File: config.mk
export PLATFORM = sky130hd
export DESIGN_NAME = dbg_reg_reader
export DESIGN_NICKNAME = d
export VERILOG_FILES = /design/src/rtl/dbg_reg_reader_pkg.sv /design/src/rtl/dbg_reg_reader.sv
export SDC_FILE = /design/constraint.sdc
export NUM_CORES = 1
export LEC_CHECK = 0
export BUFFER_PORTS_ARGS = -buffer_cell sky130_fd_sc_hd__buf_4
export CAP_MARGIN = 15
export CELL_PAD_IN_SITES_DETAIL_PLACEMENT = 0
export CELL_PAD_IN_SITES_GLOBAL_PLACEMENT = 1
export CORE_MARGIN = 2
export CORE_UTILIZATION = 25
export DETAILED_ROUTE_END_ITERATION = 8
export MAX_ROUTING_LAYER = met4
export PLACE_DENSITY_LB_ADDON = 0.1
export SLEW_MARGIN = 30
export SYNTH_ARGS = -nofsm -noshare
export SYNTH_HDL_FRONTEND = slang
export SYNTH_SLANG_ARGS = --single-unit
File: constraint.sdc
create_clock -name clk_cpu -period 1.8 [get_ports clk_cpu]
set_input_delay 0.27 -clock clk_cpu [delete_from_list [all_inputs] [get_ports clk_cpu]]
set_output_delay 0.27 -clock clk_cpu [all_outputs]
set_load 0.02 [all_outputs]
File: src/rtl/dbg_reg_reader_pkg.sv
// dbg_reg_reader_pkg
//
// Shared definitions for the register-file debug reader:
//   - DBG_NREGS / DBG_ADRS_W / DBG_DATA_W : parameter defaults for dbg_reg_reader
//   - IDX_W                               : width of the dump index (covers up to 34 words)
//   - dbgr_state_e                        : reader FSM state encoding
//   - settle_cnt_w()                      : width of the inline settle down-counter
package dbg_reg_reader_pkg;

    localparam int unsigned DBG_NREGS  = 32;
    localparam int unsigned DBG_ADRS_W = 5;
    localparam int unsigned DBG_DATA_W = 32;

    // Largest dump is NREGS (32) + pc + inst = 34 words, so 6 bits never wrap.
    localparam int unsigned IDX_W = 6;

    typedef enum logic [1:0] {
        StIdle   = 2'd0,
        StSettle = 2'd1,
        StOffer  = 2'd2
    } dbgr_state_e;

    // The counter is loaded with SETTLE-1, so it needs ceil(log2(SETTLE)) bits,
    // with a floor of one bit so SETTLE=1 still gets a real (always-zero) register.
    function automatic int unsigned settle_cnt_w(input int unsigned settle);
        int unsigned w;
        w = $clog2(settle);
        if (w < 1) begin
            w = 1;
        end
        return w;
    endfunction

endpackage

File: src/rtl/dbg_reg_reader.sv
// dbg_reg_reader
//
// Walks the CPU register-file debug port on request and streams every register
// out over a valid/ready interface. On a 'start' pulse (seen only while idle) the
// reader drives dbg_reg_adrs = 0, waits SETTLE cycles for the register file to
// respond, captures dbg_reg_q and offers it on out_*. Each accepted word moves the
// address on to the next register; after the final word is accepted 'done'
// pulses for one cycle and the reader returns to idle.
//
// Optional feature (macro DBG_READER_PC_EN): two extra words follow the
// registers, pc at index NREGS and inst at index NREGS+1. Without the macro the
// pc/inst inputs are present but ignored.
//
// Parameters:
//   NREGS  - registers dumped (1..32)
//   ADRS_W - width of dbg_reg_adrs
//   DATA_W - register / output word width
//   SETTLE - cycles the address is held before sampling (>= 1)
//
// Ports:
//   clk_cpu      in   CPU clock, all state on rising edge
//   reset        in   asynchronous active-high reset
//   start        in   dump request, sampled only while idle
//   dbg_reg_adrs out  address to the CPU debug read port
//   dbg_reg_q    in   register value returned for dbg_reg_adrs
//   pc           in   CPU program counter (macro builds only)
//   inst         in   current instruction (macro builds only)
//   out_valid    out  out_data/out_idx/out_last are valid
//   out_ready    in   consumer accepts the offered word
//   out_data     out  captured word
//   out_idx      out  word index within the dump
//   out_last     out  offered word is the final one
//   busy         out  dump in progress
//   done         out  one-cycle pulse after the final word is accepted
module dbg_reg_reader
    import dbg_reg_reader_pkg::*;
#(
    parameter int unsigned NREGS  = DBG_NREGS,
    parameter int unsigned ADRS_W = DBG_ADRS_W,
    parameter int unsigned DATA_W = DBG_DATA_W,
    parameter int unsigned SETTLE = 1
) (
    input  logic              clk_cpu,
    input  logic              reset,
    input  logic              start,
    output logic [ADRS_W-1:0] dbg_reg_adrs,
    input  logic [DATA_W-1:0] dbg_reg_q,
    input  logic [31:0]       pc,
    input  logic [31:0]       inst,
    output logic              out_valid,
    input  logic              out_ready,
    output logic [DATA_W-1:0] out_data,
    output logic [IDX_W-1:0]  out_idx,
    output logic              out_last,
    output logic              busy,
    output logic              done
);

    localparam int unsigned CNT_W = settle_cnt_w(SETTLE);

`ifdef DBG_READER_PC_EN
    localparam int unsigned NWORDS = NREGS + 2;
`else
    localparam int unsigned NWORDS = NREGS;
`endif

    localparam logic [IDX_W-1:0] LAST_IDX = IDX_W'(NWORDS - 1);
    localparam logic [IDX_W-1:0] ADRS_MAX = IDX_W'(NREGS - 1);
    localparam logic [CNT_W-1:0] CNT_LOAD = CNT_W'(SETTLE - 1);

    dbgr_state_e       state_q;
    logic [CNT_W-1:0]  cnt_q;
    logic [DATA_W-1:0] src_word;
    logic [IDX_W-1:0]  idx_next;
    logic [IDX_W-1:0]  adrs_next;

    // out_idx doubles as the dump index register.
    assign idx_next = out_idx + 1'b1;

    // The pc/inst words have no register address; keep the port parked on the
    // last register rather than walking off the end of the file.
    assign adrs_next = (idx_next > ADRS_MAX) ? ADRS_MAX : idx_next;

    // Word captured at the end of the settle phase.
    always_comb begin
        src_word = dbg_reg_q;
`ifdef DBG_READER_PC_EN
        if (out_idx == IDX_W'(NREGS)) begin
            src_word = DATA_W'(pc);
        end else if (out_idx == IDX_W'(NREGS + 1)) begin
            src_word = DATA_W'(inst);
        end
`endif
    end

`ifndef DBG_READER_PC_EN
    logic unused_pc_inst;
    assign unused_pc_inst = ^{pc, inst};
`endif

    always_ff @(posedge clk_cpu or posedge reset) begin
        if (reset) begin
            state_q      <= StIdle;
            cnt_q        <= '0;
            dbg_reg_adrs <= '0;
            out_valid    <= 1'b0;
            out_data     <= '0;
            out_idx      <= '0;
            out_last     <= 1'b0;
            busy         <= 1'b0;
            done         <= 1'b0;
        end else begin
            done <= 1'b0;
            unique case (state_q)
                StIdle: begin
                    if (start) begin
                        state_q      <= StSettle;
                        out_idx      <= '0;
                        dbg_reg_adrs <= '0;
                        cnt_q        <= CNT_LOAD;
                        busy         <= 1'b1;
                    end
                end

                StSettle: begin
                    if (cnt_q != '0) begin
                        cnt_q <= cnt_q - 1'b1;
                    end else begin
                        out_data  <= src_word;
                        out_valid <= 1'b1;
                        out_last  <= (out_idx == LAST_IDX);
                        state_q   <= StOffer;
                    end
                end

                StOffer: begin
                    // out_valid is always high here, so out_ready alone marks a transfer.
                    if (out_ready) begin
                        out_valid <= 1'b0;
                        if (out_last) begin
                            state_q <= StIdle;
                            busy    <= 1'b0;
                            done    <= 1'b1;
                        end else begin
                            out_idx      <= idx_next;
                            dbg_reg_adrs <= ADRS_W'(adrs_next);
                            cnt_q        <= CNT_LOAD;
                            state_q      <= StSettle;
                        end
                    end
                end

                default: begin
                    state_q <= StIdle;
                end
            endcase
        end
    end

endmodule

==> out/metrics.csv <==
stage,metric,value,unit
synthesis,ys async rst share,1.00,
cts,hold buffers post-CTS,0,
hold_path,min-delay worst type,primary input to async pin,
cts,clk sink count,49,
synthesis,Compound-Gate Fraction of Synth Area,0.0812,
power_and_ir_drop,Pint,2700,µW
timing,TNS Setup,0,ns
drt,Final ANT Viol Nets,0,
global_route,vias in the first global route,1584,
drt,drt total wl,4980,µm
power_and_ir_drop,power density cells,1640,nW/µm²
run_status,outcome,finished clean,
synthesis,Post-Synthesis Cells,213,
synthesis,Synth Area in Adders,0.00629,
power_and_ir_drop,peak supply drop,0.447,mV
critical_path,"reg-to-reg slack, setup",0.38,ns
timing,Max Slew Vio Count,0,
critical_path,Worst R2R Path Depth,4,
global_route,gr usage total,0.123,
drt,Starting DRT DRC Count,45,
timing,Tcrit/Tclk final,0.790,
critical_path,CP Capture Type,flop,
floorplanning,I/O pin total,147,
synthesis,Yosys top cell by area,dfrtp_1,
synthesis,cell with the most instances after synthesis,nand2_1,
global_route,largest net degree at the start of global routing,33,
drt,via count,1662,
critical_path,critical path class,flop to flop,
synthesis,Post-synth top cells,"108 x nand2_1, 49 x dfrtp_1, 8 x buf_2",
cts,CTS buffer count,5,
synthesis,syn avg cell area,9.33,µm²
synthesis,post-synth cell types,29,
timing,Period minus WS final,1.42,ns
critical_path,Worst EP required,1.98,ns
finish,Inserted Diodes,0,
synthesis,Synth area leaders,"dfrtp_1 62%, nand2_1 20%, buf_2 2.0%",
finish,share of layout cells above drive strength 1,0.328,
timing,# setup viols final,0,
floorplanning,Die Footprint,8680,µm²
timing,clock skew,0.00544,ns
synthesis,ys flop type,dfrtp_1,
finish,sequential cell area,1230,µm²
synthesis,Yosys reg bits,49,
global_route,initial antenna violation count,0,
cts,post-CTS sizing,0,
power_and_ir_drop,leakage,0.00152,µW
timing,Hold Worst Slack,0.0120,ns
synthesis,Ys Warns,0,
power_and_ir_drop,part of the power in registers,0.389,
timing,Slew @ Worst Pin,0.543,ns
cts,# H-tree levels,2,
power_and_ir_drop,combinational fraction of design power,0.472,
placement,Placer Congestion,0.685,
finish,layout net count,399,
cts,Clock Pin Slew Worst Setup and Hold Paths,0.09,ns
synthesis,Simple-Gate Fraction of Synth Area,0.247,
cts,Post-CTS Setup Bufs,0,
synthesis,largest family of logic cells by synthesized area,simple AND/OR/NAND/NOR gates,
floorplanning,num rows,32,
synthesis,share of the synthesized area in the top cell type,0.617,
floorplanning,Die Y,93.2,µm
synthesis,"EDFF count, synth",0,
critical_path,worst path arrival time,1.60,ns
synthesis,Post-Synth XOR/XNOR Area,0.0132,
timing,fmax,703,MHz
drt,Avg WL per Cell,12.4,µm
finish,# fillers,816,
job,maxcap violations,0,
critical_path,Max Fanout on Critical Path,12,
placement,DP HPWL,3450,µm
floorplanning,Initial Util,0.257,
cts,clk_lat worst skew,0.30,ns
timing,RSZ-0062 raised after global routing,false,
placement,Port Buf Inserts,82,
cts,CTS tree,done,
finish,area of the multi-input gates,694,µm²
drt,DRC Markers,0,
power_and_ir_drop,NetSw,1940,µW
power_and_ir_drop,Switching Fraction,0.418,
critical_path,FF-to-FF Start,state_q[1],
synthesis,synthesized area,1990,µm²
timing,Slew HR,0.637,
critical_path,CP Launch Type,flop,
drt,Vias/cell,4.14,
cts,Max Root-Sink Buffers,2,
power_and_ir_drop,Clock power frac,0.139,
finish,Layout area overhead,41.7,%
synthesis,sequential area share after synthesis,0.617,
synthesis,Mapped Nets,314,
timing,"Hold Vio Cnt, Final",0,
global_route,total gr overflow,0,
synthesis,mux contribution to synthesized area,0,
floorplanning,die width,93.2,µm
drt,drt first pass iters,4,
critical_path,R2R Path End,dbg_reg_adrs[1],
floorplanning,Core ar.,7730,µm²
cts,CTS root buf,clkbuf_8,
global_route,first-pass GRT wire length,8040,µm
[cell usage in the layout, fill, tap and decap left out, types with 2 or more instances in the layout]
| cell | count |
|---|---|
| nor2_1 | 3 |
| buf_4 | 86 |
| clkbuf_8 | 5 |
| xnor2_1 | 2 |
| nand2b_1 | 2 |
| o21ai_1 | 2 |
| nand3_1 | 2 |
| clkbuf_1 | 2 |
| inv_1 | 4 |
| nor3_1 | 2 |
| a22oi_1 | 3 |
| o21ai_0 | 4 |
| nand2_1 | 108 |
| a22o_1 | 3 |
| dfrtp_1 | 49 |
| a21oi_1 | 4 |
[cell type report]
type | instances | area share
clock buffers | 7 | 0.0271
clock inverters | 1 | 0.00267
inverters | 5 | 0.00666
multi-input cells | 150 | 0.247
flip-flops and latches | 49 | 0.435
well taps | 102 | 0.0453
repair buffers | 87 | 0.236
[flip-flops by register name (all words and copies together), names as in the netlist]
name	cells
state_q	2
busy	1
out_valid	1
out_idx	6
dbg_reg_adrs	5
done	1
out_data	32
out_last	1
[worst max path at each step]
stage / startpoint / end / slack, ns / cells past startpoint
finish: state_q[1] / dbg_reg_adrs[1] / 0.38 / 4
global route: out_idx[3] / dbg_reg_adrs[0] / 0.28 / 4
CTS: state_q[1] / dbg_reg_adrs[1] / 0.35 / 4
detailed placement: state_q[1] / dbg_reg_adrs[2] / 0.38 / 4
global placement: state_q[1] / dbg_reg_adrs[2] / 0.37 / 4
floorplan: reset / busy / 0.36 / 1
[routing by layer]
| layer | share of wire | up-vias | global-route usage |
|---|---|---|---|
| li1 | - | 847 | - |
| met1 | 0.49 | 758 | 0.165 |
| met2 | 0.45 | 51 | 0.188 |
| met3 | 0.055 | 6 | 0.0274 |
| met4 | 0.0074 | 0 | 0.0368 |
| met5 | 0 | - | - |
[per-stage QoR]
| stage | worst slack (ns) | utilization | instances | total power, µW | cell area, µm² |
|---|---|---|---|---|---|
| after floorplan | 0.357 | - | 213 | 3100 | 1990 |
| after global routing | 0.282 | 0.364 | 401 | 5040 | 2820 |
| after CTS | 0.354 | 0.364 | 401 | 4740 | 2820 |
| after global placement | 0.368 | 0.354 | 393 | 4060 | 2730 |
| final | 0.377 | 0.364 | 401 | 4630 | 2820 |
| after detailed placement | 0.379 | 0.354 | 393 | 4070 | 2730 |
[power groups by stage]
stage	Combinational, µW	Sequential, µW	Clock [µW]
after floorplan	809	2290	0
after global placement	2220	1830	0
after detailed placement	2230	1840	0
after CTS	2240	1810	687
after global routing	2440	1880	729
final	2180	1800	644
[worst max-delay path, cell delays in order, from the launching register on]
cell	delay (ns)
dfrtp_1	0.49
nand2b_4	0.19
a21o_1	0.31
a22oi_1	0.24
nand2_1	0.07
[kinds of logic after synthesis]
| group | count (synthesis) |
|---|---|
| buffers and inverters | 14 |
| xor gates and xnor gates | 3 |
| and+or+nand+nor | 122 |
| adders and majority gates | 1 |
| DFF | 49 |
| AOI/OAI and AO/OA | 24 |
Note: power is estimated with default switching activity, not from simulation.
